--- config.mk ---
export PLATFORM = sky130hd
export DESIGN_NAME = frogger_game_ctrl
export DESIGN_NICKNAME = d
export VERILOG_FILES = /design/src/rtl/frogger_game_ctrl.sv
export SDC_FILE = /design/constraint.sdc
export NUM_CORES = 1
export LEC_CHECK = 0
export BUFFER_PORTS_ARGS = -buffer_cell sky130_fd_sc_hd__buf_4
export CAP_MARGIN = 20
export CORE_UTILIZATION = 50
export CTS_BUF_LIST = sky130_fd_sc_hd__clkbuf_4
export DETAILED_ROUTE_END_ITERATION = 8
export GPL_ROUTABILITY_DRIVEN = 0
export HOLD_SLACK_MARGIN = 0.03
export MAX_ROUTING_LAYER = met4
export PLACE_DENSITY_LB_ADDON = 0.12
export RECOVER_POWER = 25
export SLEW_MARGIN = 5
export SYNTH_ARGS = -nofsm -noshare
export SYNTH_HDL_FRONTEND = slang
export SYNTH_SLANG_ARGS = --single-unit
--- constraint.sdc ---
create_clock -name frame_clk_i -period 3.1 [get_ports frame_clk_i]
set_input_delay 0.62 -clock frame_clk_i [delete_from_list [all_inputs] [get_ports frame_clk_i]]
set_output_delay 0.62 -clock frame_clk_i [all_outputs]
set_load 0.05 [all_outputs]
--- src/rtl/frogger_game_ctrl.sv ---
// rtl/frogger_game_ctrl.sv - Frogger game sequencer: lives, score, round timer, homes, level
module frogger_game_ctrl #(
  parameter int unsigned LIVES_INIT   = 3,
  parameter int unsigned ROUND_FRAMES = 1800,
  parameter int unsigned DEATH_FRAMES = 60,
  parameter int unsigned HOME_FRAMES  = 30,
  parameter int unsigned SCORE_STEP   = 10,
  parameter int unsigned SCORE_HOME   = 50,
  parameter int unsigned SCORE_LEVEL  = 200,
  parameter int unsigned NUM_HOMES    = 3,
  parameter int unsigned MAX_LEVEL    = 7
) (
  input  logic        frame_clk_i,
  input  logic        reset_i,
  input  logic        start_i,
  input  logic        frog_dead_i,
  input  logic        frog_home_i,
  input  logic [1:0]  home_idx_i,
  input  logic        frog_advance_i,
  output logic [2:0]  game_state_o,
  output logic [1:0]  lives_o,
  output logic [13:0] score_o,
  output logic [10:0] time_left_o,
  output logic [2:0]  home_filled_o,
  output logic [2:0]  level_o,
  output logic        frog_reset_o,
  output logic        freeze_o
);

  typedef enum logic [2:0] {
    ST_ATTRACT   = 3'd0,
    ST_PLAY      = 3'd1,
    ST_DYING     = 3'd2,
    ST_HOMED     = 3'd3,
    ST_LEVEL_UP  = 3'd4,
    ST_GAME_OVER = 3'd5
  } state_e;

  // One shared phase counter times both freeze screens, so size it for the longer one.
  localparam int unsigned PHASE_MAX = (DEATH_FRAMES > HOME_FRAMES) ? DEATH_FRAMES : HOME_FRAMES;
  localparam int unsigned PHASE_W   = $clog2(PHASE_MAX + 1);

  localparam logic [PHASE_W-1:0] DEATH_LAST = PHASE_W'(DEATH_FRAMES - 1);
  localparam logic [PHASE_W-1:0] HOME_LAST  = PHASE_W'(HOME_FRAMES - 1);
  localparam logic [10:0]        ROUND_LOAD = 11'(ROUND_FRAMES);
  localparam logic [1:0]         LIVES_LOAD = 2'(LIVES_INIT);
  localparam logic [2:0]         HOMES_ALL  = 3'((1 << NUM_HOMES) - 1);
  localparam logic [2:0]         LEVEL_CAP  = 3'(MAX_LEVEL);
  localparam logic [13:0]        ADD_STEP   = 14'(SCORE_STEP);
  localparam logic [13:0]        ADD_HOME   = 14'(SCORE_HOME);
  localparam logic [13:0]        ADD_LEVEL  = 14'(SCORE_LEVEL);
  localparam logic [14:0]        SCORE_CAP  = 15'd9999;

  state_e               state_q, state_d;
  logic [1:0]           lives_q, lives_d;
  logic [13:0]          score_q, score_d;
  logic [10:0]          time_left_q, time_left_d;
  logic [2:0]           home_filled_q, home_filled_d;
  logic [2:0]           level_q, level_d;
  logic                 frog_reset_q, frog_reset_d;
  logic                 freeze_q, freeze_d;
  logic                 start_q;
  logic [PHASE_W-1:0]   phase_q, phase_d;

  logic                 start_rise;
  logic [2:0]           home_mask;
  logic                 idx_valid;
  logic                 slot_free;
  logic                 dies;

  // Score additions are done one bit wider so the clamp sees any overflow past 9999.
  function automatic logic [13:0] sat_add(input logic [13:0] a, input logic [13:0] b);
    logic [14:0] sum;
    sum = {1'b0, a} + {1'b0, b};
    if (sum > SCORE_CAP) begin
      sat_add = SCORE_CAP[13:0];
    end else begin
      sat_add = sum[13:0];
    end
  endfunction

  assign start_rise = start_i & ~start_q;
  assign home_mask  = 3'b001 << home_idx_i;
  assign idx_valid  = (32'(home_idx_i) < NUM_HOMES);
  assign slot_free  = idx_valid && ((home_filled_q & home_mask) == 3'b000);
  // A bad home landing (occupied or nonexistent slot) kills the frog just like a collision.
  assign dies       = frog_dead_i || (time_left_q == 11'd1) || (frog_home_i && !slot_free);

  // Next-state and next-output decode; every register target defaults to hold.
  always_comb begin
    state_d       = state_q;
    lives_d       = lives_q;
    score_d       = score_q;
    time_left_d   = time_left_q;
    home_filled_d = home_filled_q;
    level_d       = level_q;
    phase_d       = phase_q;
    frog_reset_d  = 1'b0;

    case (state_q)
      ST_ATTRACT, ST_GAME_OVER: begin
        if (start_rise) begin
          state_d       = ST_PLAY;
          lives_d       = LIVES_LOAD;
          score_d       = 14'd0;
          level_d       = 3'd0;
          home_filled_d = 3'b000;
          time_left_d   = ROUND_LOAD;
          frog_reset_d  = 1'b1;
        end
      end

      ST_PLAY: begin
        if (dies) begin
          state_d = ST_DYING;
          phase_d = '0;
          if (lives_q != 2'd0) begin
            lives_d = lives_q - 2'd1;
          end
        end else if (frog_home_i) begin
          state_d       = ST_HOMED;
          phase_d       = '0;
          home_filled_d = home_filled_q | home_mask;
          score_d       = sat_add(score_q, ADD_HOME);
        end else if (frog_advance_i) begin
          score_d = sat_add(score_q, ADD_STEP);
        end else begin
          time_left_d = time_left_q - 11'd1;
        end
      end

      ST_DYING: begin
        if (phase_q == DEATH_LAST) begin
          phase_d = '0;
          if (lives_q == 2'd0) begin
            state_d = ST_GAME_OVER;
          end else begin
            state_d      = ST_PLAY;
            time_left_d  = ROUND_LOAD;
            frog_reset_d = 1'b1;
          end
        end else begin
          phase_d = phase_q + PHASE_W'(1);
        end
      end

      ST_HOMED: begin
        if (phase_q == HOME_LAST) begin
          phase_d = '0;
          if (home_filled_q == HOMES_ALL) begin
            state_d = ST_LEVEL_UP;
          end else begin
            state_d      = ST_PLAY;
            time_left_d  = ROUND_LOAD;
            frog_reset_d = 1'b1;
          end
        end else begin
          phase_d = phase_q + PHASE_W'(1);
        end
      end

      ST_LEVEL_UP: begin
        if (level_q < LEVEL_CAP) begin
          level_d = level_q + 3'd1;
        end
        home_filled_d = 3'b000;
        score_d       = sat_add(score_q, ADD_LEVEL);
        state_d       = ST_PLAY;
        time_left_d   = ROUND_LOAD;
        frog_reset_d  = 1'b1;
      end

      default: begin
        state_d = ST_ATTRACT;
      end
    endcase

    // Motion runs only while the next state is PLAY, keeping freeze aligned with game_state.
    freeze_d = (state_d != ST_PLAY);
  end

  // State and output registers with synchronous reset that aborts any game in progress.
  always_ff @(posedge frame_clk_i) begin
    if (reset_i) begin
      state_q       <= ST_ATTRACT;
      lives_q       <= 2'd0;
      score_q       <= 14'd0;
      time_left_q   <= 11'd0;
      home_filled_q <= 3'b000;
      level_q       <= 3'd0;
      frog_reset_q  <= 1'b0;
      freeze_q      <= 1'b1;
      start_q       <= 1'b0;
      phase_q       <= '0;
    end else begin
      state_q       <= state_d;
      lives_q       <= lives_d;
      score_q       <= score_d;
      time_left_q   <= time_left_d;
      home_filled_q <= home_filled_d;
      level_q       <= level_d;
      frog_reset_q  <= frog_reset_d;
      freeze_q      <= freeze_d;
      start_q       <= start_i;
      phase_q       <= phase_d;
    end
  end

  assign game_state_o  = state_q;
  assign lives_o       = lives_q;
  assign score_o       = score_q;
  assign time_left_o   = time_left_q;
  assign home_filled_o = home_filled_q;
  assign level_o       = level_q;
  assign frog_reset_o  = frog_reset_q;
  assign freeze_o      = freeze_q;

endmodule

# After elaboration in Yosys (flattened, before gate mapping)
# Cells that the tools add are included.
# Widths: inputs -> output; s select.
totals:
  in_bits: 8
  ff_bits: 45
  wordCells: 118
  output_inout_bits: 38
op_classes:
  n_mux: 46
  magnitude_cmp: 5
  n_addsub: 7
  n_bitwise: 4
  reduce_logical: 21
  eq_ne: 24
  n_shift: 1
op_table:
  columns: ["operator", "count"]
  rows:
  - ["$mux 14", 7]
  - ["$mux 11", 8]
  - ["$pmux 11 s5", 1]
  - ["$gt 15x14->1 const B", 3]
  - ["$pmux 14 s3", 1]
  - ["$mux 3", 11]
  - ["$mux 6", 4]
  - ["$ne 2x2->1 const B", 12]
  - ["$pmux 6 s3", 1]
  - ["$add 14x4->15 const B", 1]
  - ["$add 14x6->15 const B", 1]
  - ["$add 14x8->15 const B", 1]
  - ["$pmux 3 s5", 1]
  - ["$reduce_and 4->1", 3]
  - ["$eq 11x1->1 const B", 1]
  - ["$sub 11x1->11 const B", 1]
  - ["$eq 3x3->1 const B", 3]
  - ["$pmux 3 s3", 1]
  - ["$reduce_and 9->1", 1]
  - ["$add 6x1->6 const B", 1]
  - ["$eq 3x2->1 const B", 2]
  - ["$eq 6x5->1 const B", 1]
  - ["$eq 6x6->1 const B", 1]
  - ["$logic_not 3->1", 2]
  - ["other kinds (27)", 39]

# Longest topological paths before layout
# Gate-level depths: netlist (run 1).
logic_depth:
  word_depth: 10
  mapped_depth: 13
  mapped_depth_nobuf: 10

# Worst setup path before layout (run 1)
# No wires, ideal clock.
synth_path:
  kind: "reg2reg"
  from: "register score_q[4], in the netlist score_o[4]"
  to: "register score_q[9], in the netlist score_o[9]"
  slack_ns: -0.236
  arrival_time_ns: 3.249
  n_path_buf: 3
  stages_incl_launch_ff: 14
  synth_period_minus_slack_ns: 3.336
  setup_time_ns: 0.087
  path_cell_list: "dfxtp_1 -> buf_2 -> buf_4 -> inv_1 -> ha_1 -> a211o_2 -> xnor2_1 -> a31o_2 -> a311oi_1 -> o22ai_2 -> buf_2 -> a221oi_1 -> a21oi_1 -> o31ai_1"
synth_between:
  elab_chain_cells: 7
  elab_cells_between_ends: 13
  cone_classes: "add/sub: 3; order compare: 3; mux: 7"
synth_lines:
  columns: ["item", "line_no", "source"]
  rows:
  - ["start: declaration", "56", "logic [13:0] score_q, score_d;"]
  - ["start signal: assignment", "198", "score_q <= score_d;"]
  - ["$add 14x4->15", "74", "sum = {1'b0, a} + {1'b0, b};"]
  - ["$gt 15x14->1", "75", "if (sum > SCORE_CAP) begin"]
  - ["$mux 14", "75", null]
  - ["$mux 14", "125", "end else if (frog_advance_i) begin"]
  - ["$mux 14", "120", "end else if (frog_home_i) begin"]
  - ["$mux 14", "114", "if (dies) begin"]
  - ["$pmux 14 s3 *", "100", "case (state_q)"]
# Mark *: on every way between the ends. The rest lies on a longest branch, timed or not. The select of a mux whose other input is x is not followed.
# A chain may end at the register's enable or synchronous reset.

# Final worst setup path (run 1)
layout_path:
  from: "register score_q[4], in the netlist score_o[4]"
  to: "register score_q[6], in the netlist score_o[6]"
# The elaborated chain is that of the path after synthesis.

==> flow_summary_export.csv, run 1 <==
group,metric,value,unit
status,status,"finished, final reports clean",
synthesis,ys.flop_type,"dfxtp_1",
cells_and_area,fin_cells,637,
timing,fin_tns_setup,0,ns
floorplan,ios,46,
setup_path,arrival,3.19,ns
global_route,antenna_found_initial,0,
clock_tree,cts_made_buffers,5,
clock_tree,root_buffer,"clkbuf_4",
global_route,track_usage,29.4,%
timing,max_freq,342,MHz
setup_path,r2r_slack,0.18,ns
timing,worstMarginPinSlew,0.594,ns
synthesis,yosysTopAreaCell,"dfxtp_1",
run,cap_viol_max_count,0,
clock_tree,cts_buffer_depth,2,
setup_path,rr_worst_depth,10,
timing,slew_headroom,59.9,%
timing,period_share,94.2,%
routing,drc_errors,0,
pwr,vdd_drop_max,0.338,mV
placement,dp_cells,629,
synthesis,syn_area,3660,um2
timing,slew_viol_final,0,
timing,period_minus_slack,2.92,ns
pwr,power_density,436,nW/um2
cells_and_area,utilization,59.8,%
synthesis,async_reset_ff_share,0,%
pwr,report.power.total,1.81,mW
setup_path,rr_endpoint,"score_o[6]$_SDFFE_PP0P_",
global_route,overflow,0,
cells_and_area,layout.nets,560,
routing,wl_per_cell,16.8,um
global_route,grt_pass1_wl,17300,um
synthesis,syn_nets,516,
clock_tree,cts_tree,"yes",
global_route,grt_max_degree,42,
hold_path,min_from,"start_i",
hold_path,hold_path_class,"input port to flip-flop",
synthesis,synth_edf_count,0,
cells_and_area,drive_above_1_share,14.6,%
setup_path,cp_max_fo,13,
clock_tree,post_cts_buffers,0,
floorplan,die_area,7670,um2
routing,postRouteAntennaNets,0,
floorplan,die_x,87.6,um
setup_path,worst-endpoint-required,3.36,ns
global_route,grt_pass1_vias,3604,
placement,dp_slack,0.215,ns
floorplan,fp-row-count,30,
floorplan,core_area,6940,um2
timing,worst_slack,0.179,ns
routing,via_per_inst,6.29,
synthesis,ys_ff_latch,45,
timing,clock_skew,0.00861,ns
setup_path,cp-end-kind,"flip-flop",
routing,drtIter0Drc,268,
routing,finalWirelength,10700,um
synthesis,ys_seq_area_share,24.6,%
placement,io_buffers,45,
hold_path,holdPathStages,2,
synthesis,yosys-top-cells-area,"dfxtp_1 (25%), nor2_1 (6.0%), a21oi_1 (5.1%), ha_1 (4.1%), o21ai_0 (3.4%)",
routing,dr.pass1.iters,6,
clock_tree,clk_pin_slew_worst_paths,0.13,ns
cells_and_area,n_antenna_cell,0,
timing,finalSetupViolCount,0,
synthesis,ys.warnings.count,0,
synthesis,syn_inst,496,
clock_tree,insertion_delay,0.35,ns
pwr,leakage,1.49,nW
setup_path,worstSetupStartpointType,"flip-flop",
setup_path,reg2reg_from,"score_o[4]$_SDFFE_PP0P_",
floorplan,chipHeight,87.6,um
hold_path,min_to,"start_q$_SDFF_PP0_",
timing,rsz0062_at_grt,"false",
placement,dp_hpwl,7800,um
synthesis,synth.top_cell.area_share,24.6,%
floorplan,start_util,52.7,%
routing,route.vias.total,4009,
clock_tree,cts.sinks,45,
setup_path,critPathKind,"flip-flop to flip-flop",
synthesis,synth_cell_types,70,
timing,hold_violations,0,
cells_and_area,area_growth,13.4,%
clock_tree,cts.htree.levels,2,
synthesis,syn_avg_cell_area,7.38,um2
how the worst max path moves through the flow:
stage / to / from / slack, ns / depth (start not counted)
2_1_floorplan: score_o[9]$_SDFFE_PP0P_ / score_o[4]$_SDFFE_PP0P_ / 0.05 / 13
3_3_place_gp: score_o[6]$_SDFFE_PP0P_ / score_o[3]$_SDFFE_PP0P_ / 0.31 / 10
3_5_place_dp: score_o[6]$_SDFFE_PP0P_ / score_o[3]$_SDFFE_PP0P_ / 0.21 / 10
4_1_cts: score_o[6]$_SDFFE_PP0P_ / score_o[3]$_SDFFE_PP0P_ / 0.17 / 10
5_1_grt: score_o[6]$_SDFFE_PP0P_ / score_o[3]$_SDFFE_PP0P_ / 0.02 / 10
6_report: score_o[6]$_SDFFE_PP0P_ / score_o[4]$_SDFFE_PP0P_ / 0.18 / 10
where the power goes:
| part | leakage, nW | switching (mW) | internal [mW] |
|---|---|---|---|
| Combinational | 1.09 | 0.568 | 0.277 |
| Clock | 0.0300 | 0.188 | 0.0825 |
| Sequential | 0.369 | 0.0665 | 0.631 |
| Total | 1.49 | 0.822 | 0.990 |
layout make-up:
cell class,count,area (um2)
inverter,17,63.8
tap,96,120
timing repair buffer,75,495
clock inverter,3,12.5
fill,687,2790
sequential,45,910
multi-input combinational,396,2510
clock buffer,5,37.5
per-layer routing:
layer,wire [um],global-route usage (%)
met1,4550,36.9
met2,5140,47.2
met3,690,4.43
met5,0,-
met4,299,12.4
cell usage in the layout (no fill, tap or decap), types with 6 or more instances in the layout:
cell type  instances
buf_4             57
inv_1             17
dfxtp_1           42
a311oi_1           9
a21oi_1           37
nor2b_1            6
nand2_1           33
and2_1            10
nand4_1            8
a221oi_1           7
nor3b_1            7
nor2_1            59
o21ai_0           25
ha_1              12
nand3_1           17
o211ai_1           8
a21o_1             6
nor3_1            24
a211oi_1          11
xnor2_1           10
clkbuf_1          18
nand2b_1           9
cells by family after synthesis:
logic type	share of synthesized area, %
compound gates	32.8
fa+ha+maj	4.10
simple gates	26.9
flops	24.6
xor+xnor	2.87
mux	1.98
buf+inv	6.80
through the flow:
step           cell area (um2)  hold WS (ns)
5_1_grt                   4150         0.459
6_report                  4150         0.489
3_3_place_gp              4170         0.481
4_1_cts                   4220         0.479
3_5_place_dp              4170         0.491
2_1_floorplan             3670         0.471
state kept, by name (all words and copies together), names as in the netlist:
| signal | count |
|---|---|
| level_o | 3 |
| score_o | 14 |
| phase_q | 6 |
| time_left_o | 11 |
| game_state_o | 3 |
| home_filled_o | 3 |
| freeze_o | 1 |
| frog_reset_o | 1 |
| start_q | 1 |
| lives_o | 2 |
cell usage after synthesis, types with 7 or more instances:
cell type / count
and2_1: 10
a211oi_1: 11
a311oi_1: 9
nor3_1: 24
inv_1: 17
clkbuf_1: 18
dfxtp_1: 45
nor3b_1: 7
nand2_1: 33
xnor2_1: 10
o211ai_1: 8
nor2_1: 59
nand4_1: 8
nand2b_1: 9
o21ai_0: 25
buf_2: 13
a21oi_1: 37
a221oi_1: 7
nand3_1: 17
ha_1: 12
worst max-delay path: stages, from the launching register on:
cell	delay, ns
dfxtp_4	0.39
buf_4	0.20
ha_1	0.23
a21o_1	0.24
a2111oi_1	0.40
a211oi_1	0.09
o221a_1	0.30
o21ai_2	0.23
a221oi_1	0.12
a311o_1	0.36
a2111oi_2	0.28
what timing repair did:
item | 4_1_cts | 5_1_grt
gates resized for setup | 0 | 2
setup endpoints to repair | 0 | 2
endpoints found under the hold margin | 0 | 0
hold buffers | 0 | 0
Note: power is estimated with default switching activity, not from simulation.
==> inputs of run 2 (changes only) <==
--- a/config.mk
+++ b/config.mk
@@ -13,8 +13,9 @@
 export GPL_ROUTABILITY_DRIVEN = 0
 export HOLD_SLACK_MARGIN = 0.03
 export MAX_ROUTING_LAYER = met4
-export PLACE_DENSITY_LB_ADDON = 0.12
+export PLACE_DENSITY = 0.73
 export RECOVER_POWER = 25
+export REMOVE_ABC_BUFFERS = 1
 export SLEW_MARGIN = 5
 export SYNTH_ARGS = -nofsm -noshare
 export SYNTH_HDL_FRONTEND = slang
==> flow_summary_export.csv, run 2 (synthesized netlist as in run 1, its figures left out) <==
group,metric,value,unit
routing,drtIter0Drc,425,
status,status,"finished, final reports clean",
cells_and_area,n_antenna_cell,0,
setup_path,arrival,3.30,ns
setup_path,crit_cells,9,
pwr,leakage,1.52,nW
global_route,antenna_found_initial,0,
timing,slew_headroom,55.0,%
clock_tree,cts_made_buffers,5,
cells_and_area,final_common_cell,"nor2_1",
placement,io_buffers,45,
routing,dr.pass1.iters,6,
floorplan,die_x,87.6,um
floorplan,fp-row-count,30,
setup_path,crit_path_frequent_cell,"mux2i_1",
global_route,grt_pass1_wl,17400,um
global_route,overflow,0,
floorplan,core_area,6940,um2
pwr,vdd_drop_max,0.268,mV
clock_tree,cts.sinks,45,
timing,slew_viol_final,0,
placement,dp_slack,-0.0189,ns
hold_path,holdPathStages,2,
clock_tree,cts_buffer_depth,2,
cells_and_area,multi_input_area,2540,um2
floorplan,die_area,7670,um2
cells_and_area,utilization,61.0,%
run,cap_viol_max_count,0,
timing,clock_skew,0.0145,ns
floorplan,chipHeight,87.6,um
clock_tree,clk_pin_slew_worst_paths,0.14,ns
setup_path,crit_chain,"nand4_1, nor3_1, mux2i_1, nand3_1, o22ai_2, buf_4, mux2i_1, o221a_1, a221oi_1",
floorplan,ios,46,
setup_path,worst_path_max_delay_cell,"dfxtp_1",
global_route,track_usage,29.5,%
global_route,grt_max_degree,42,
timing,period_minus_slack,3.05,ns
floorplan,start_util,52.7,%
cells_and_area,drive_above_1_share,15.8,%
timing,period_share,98.4,%
timing,max_freq,328,MHz
cells_and_area,nFillCells,630,
routing,route.vias.total,4128,
clock_tree,cts.htree.levels,2,
clock_tree,ctsHoldBuffers,0,
pwr,power_density,476,nW/um2
setup_path,cp-end-kind,"flip-flop",
setup_path,rr_worst_depth,9,
clock_tree,root_buffer,"clkbuf_4",
setup_path,cp_max_fo,12,
routing,via_per_inst,6.46,
hold_path,hold_path_class,"input port to flip-flop",
setup_path,crit_buf_inv,1,
setup_path,critPathKind,"flip-flop to flip-flop",
clock_tree,insertion_delay,0.38,ns
setup_path,cpLargestDelayFamily,"simple AND/OR/NAND/NOR gates",
timing,worst_slack,0.0509,ns
cells_and_area,final_cell_mix,"nor2_1 (59), buf_4 (58), dfxtp_1 (41)",
clock_tree,cts_tree,"yes",
placement,dp_hpwl,7860,um
routing,postRouteAntennaNets,0,
timing,finalSetupViolCount,0,
setup_path,cpPeakStageDelay,0.65,ns
cells_and_area,fin_cells,639,
timing,worstMarginPinSlew,0.672,ns
setup_path,worst-endpoint-required,3.35,ns
setup_path,worstSetupStartpointType,"flip-flop",
cells_and_area,area_growth,15.7,%
routing,drc_errors,0,
cells_and_area,layout.nets,562,
timing,hold_violations,0,
cells_and_area,ff_latch_area,906,um2
routing,finalWirelength,11000,um
cells_and_area,largest_register_ffs,14,
global_route,grt_pass1_vias,3522,
routing,wl_per_cell,17.3,um
placement,dp_cells,629,
-- run 2: cell types whose count changed in the layout (fill, tap and decap cells not counted), moves of 2 or more --
cell and change:
bufinv_16 +2, clkinv_1 -2, dfxtp_2 +3, dfxtp_4 -2
-- run 2: power breakdown --
part           switching [mW]  internal (mW)  total [mW]
registers              0.0731          0.630       0.703
logic                   0.578          0.281       0.859
clock network           0.204          0.250       0.454
total                   0.855           1.16        2.02
-- run 2: layer usage --
layer	track usage [%]	part of all wire [%]
met1	40.9	45
met2	44.0	44
met3	3.68	8.3
met4	10.7	2.7
met5	-	0
-- run 2: path summary, 6_finish.rpt --
check | startpoint | end | slack [ns]
min reg2reg | time_left_o[7]$_SDFFE_PP0P_ | time_left_o[7]$_SDFFE_PP0P_ | 0.51
max | score_o[9]$_SDFFE_PP0P_ | score_o[4]$_SDFFE_PP0P_ | 0.05
max reg2reg | score_o[9]$_SDFFE_PP0P_ | score_o[4]$_SDFFE_PP0P_ | 0.05
min | start_i | start_q$_SDFF_PP0_ | 0.45
-- run 2: through the flow --
stage / hold WS [ns] / total power, mW / setup TNS (ns) / instance area [um2]
2_1_floorplan: 0.466 / 1.28 / -3.75 / 3480
3_3_place_gp: 0.490 / 1.55 / 0 / 4160
3_5_place_dp: 0.490 / 1.56 / -0.0189 / 4160
4_1_cts: 0.443 / 2.02 / 0 / 4270
5_1_grt: 0.461 / 2.12 / -0.0176 / 4240
6_report: 0.448 / 2.02 / 0 / 4240
-- run 2: repair_timing --
| action | in CTS | in global routing |
|---|---|---|
| gates resized for setup | 1 | 8 |
| pin swaps | 0 | 1 |
| setup endpoints to repair | 1 | 5 |
| setup buffers | 0 | 2 |
-- run 2: layout make-up --
class	instances	share of cell area (%)
inverter	17	1.51
sequential	45	21.4
clock buffer	5	0.886
timing repair buffer	77	12.0
tap	96	2.84
multi-input combinational	396	59.9
clock inverter	3	1.54
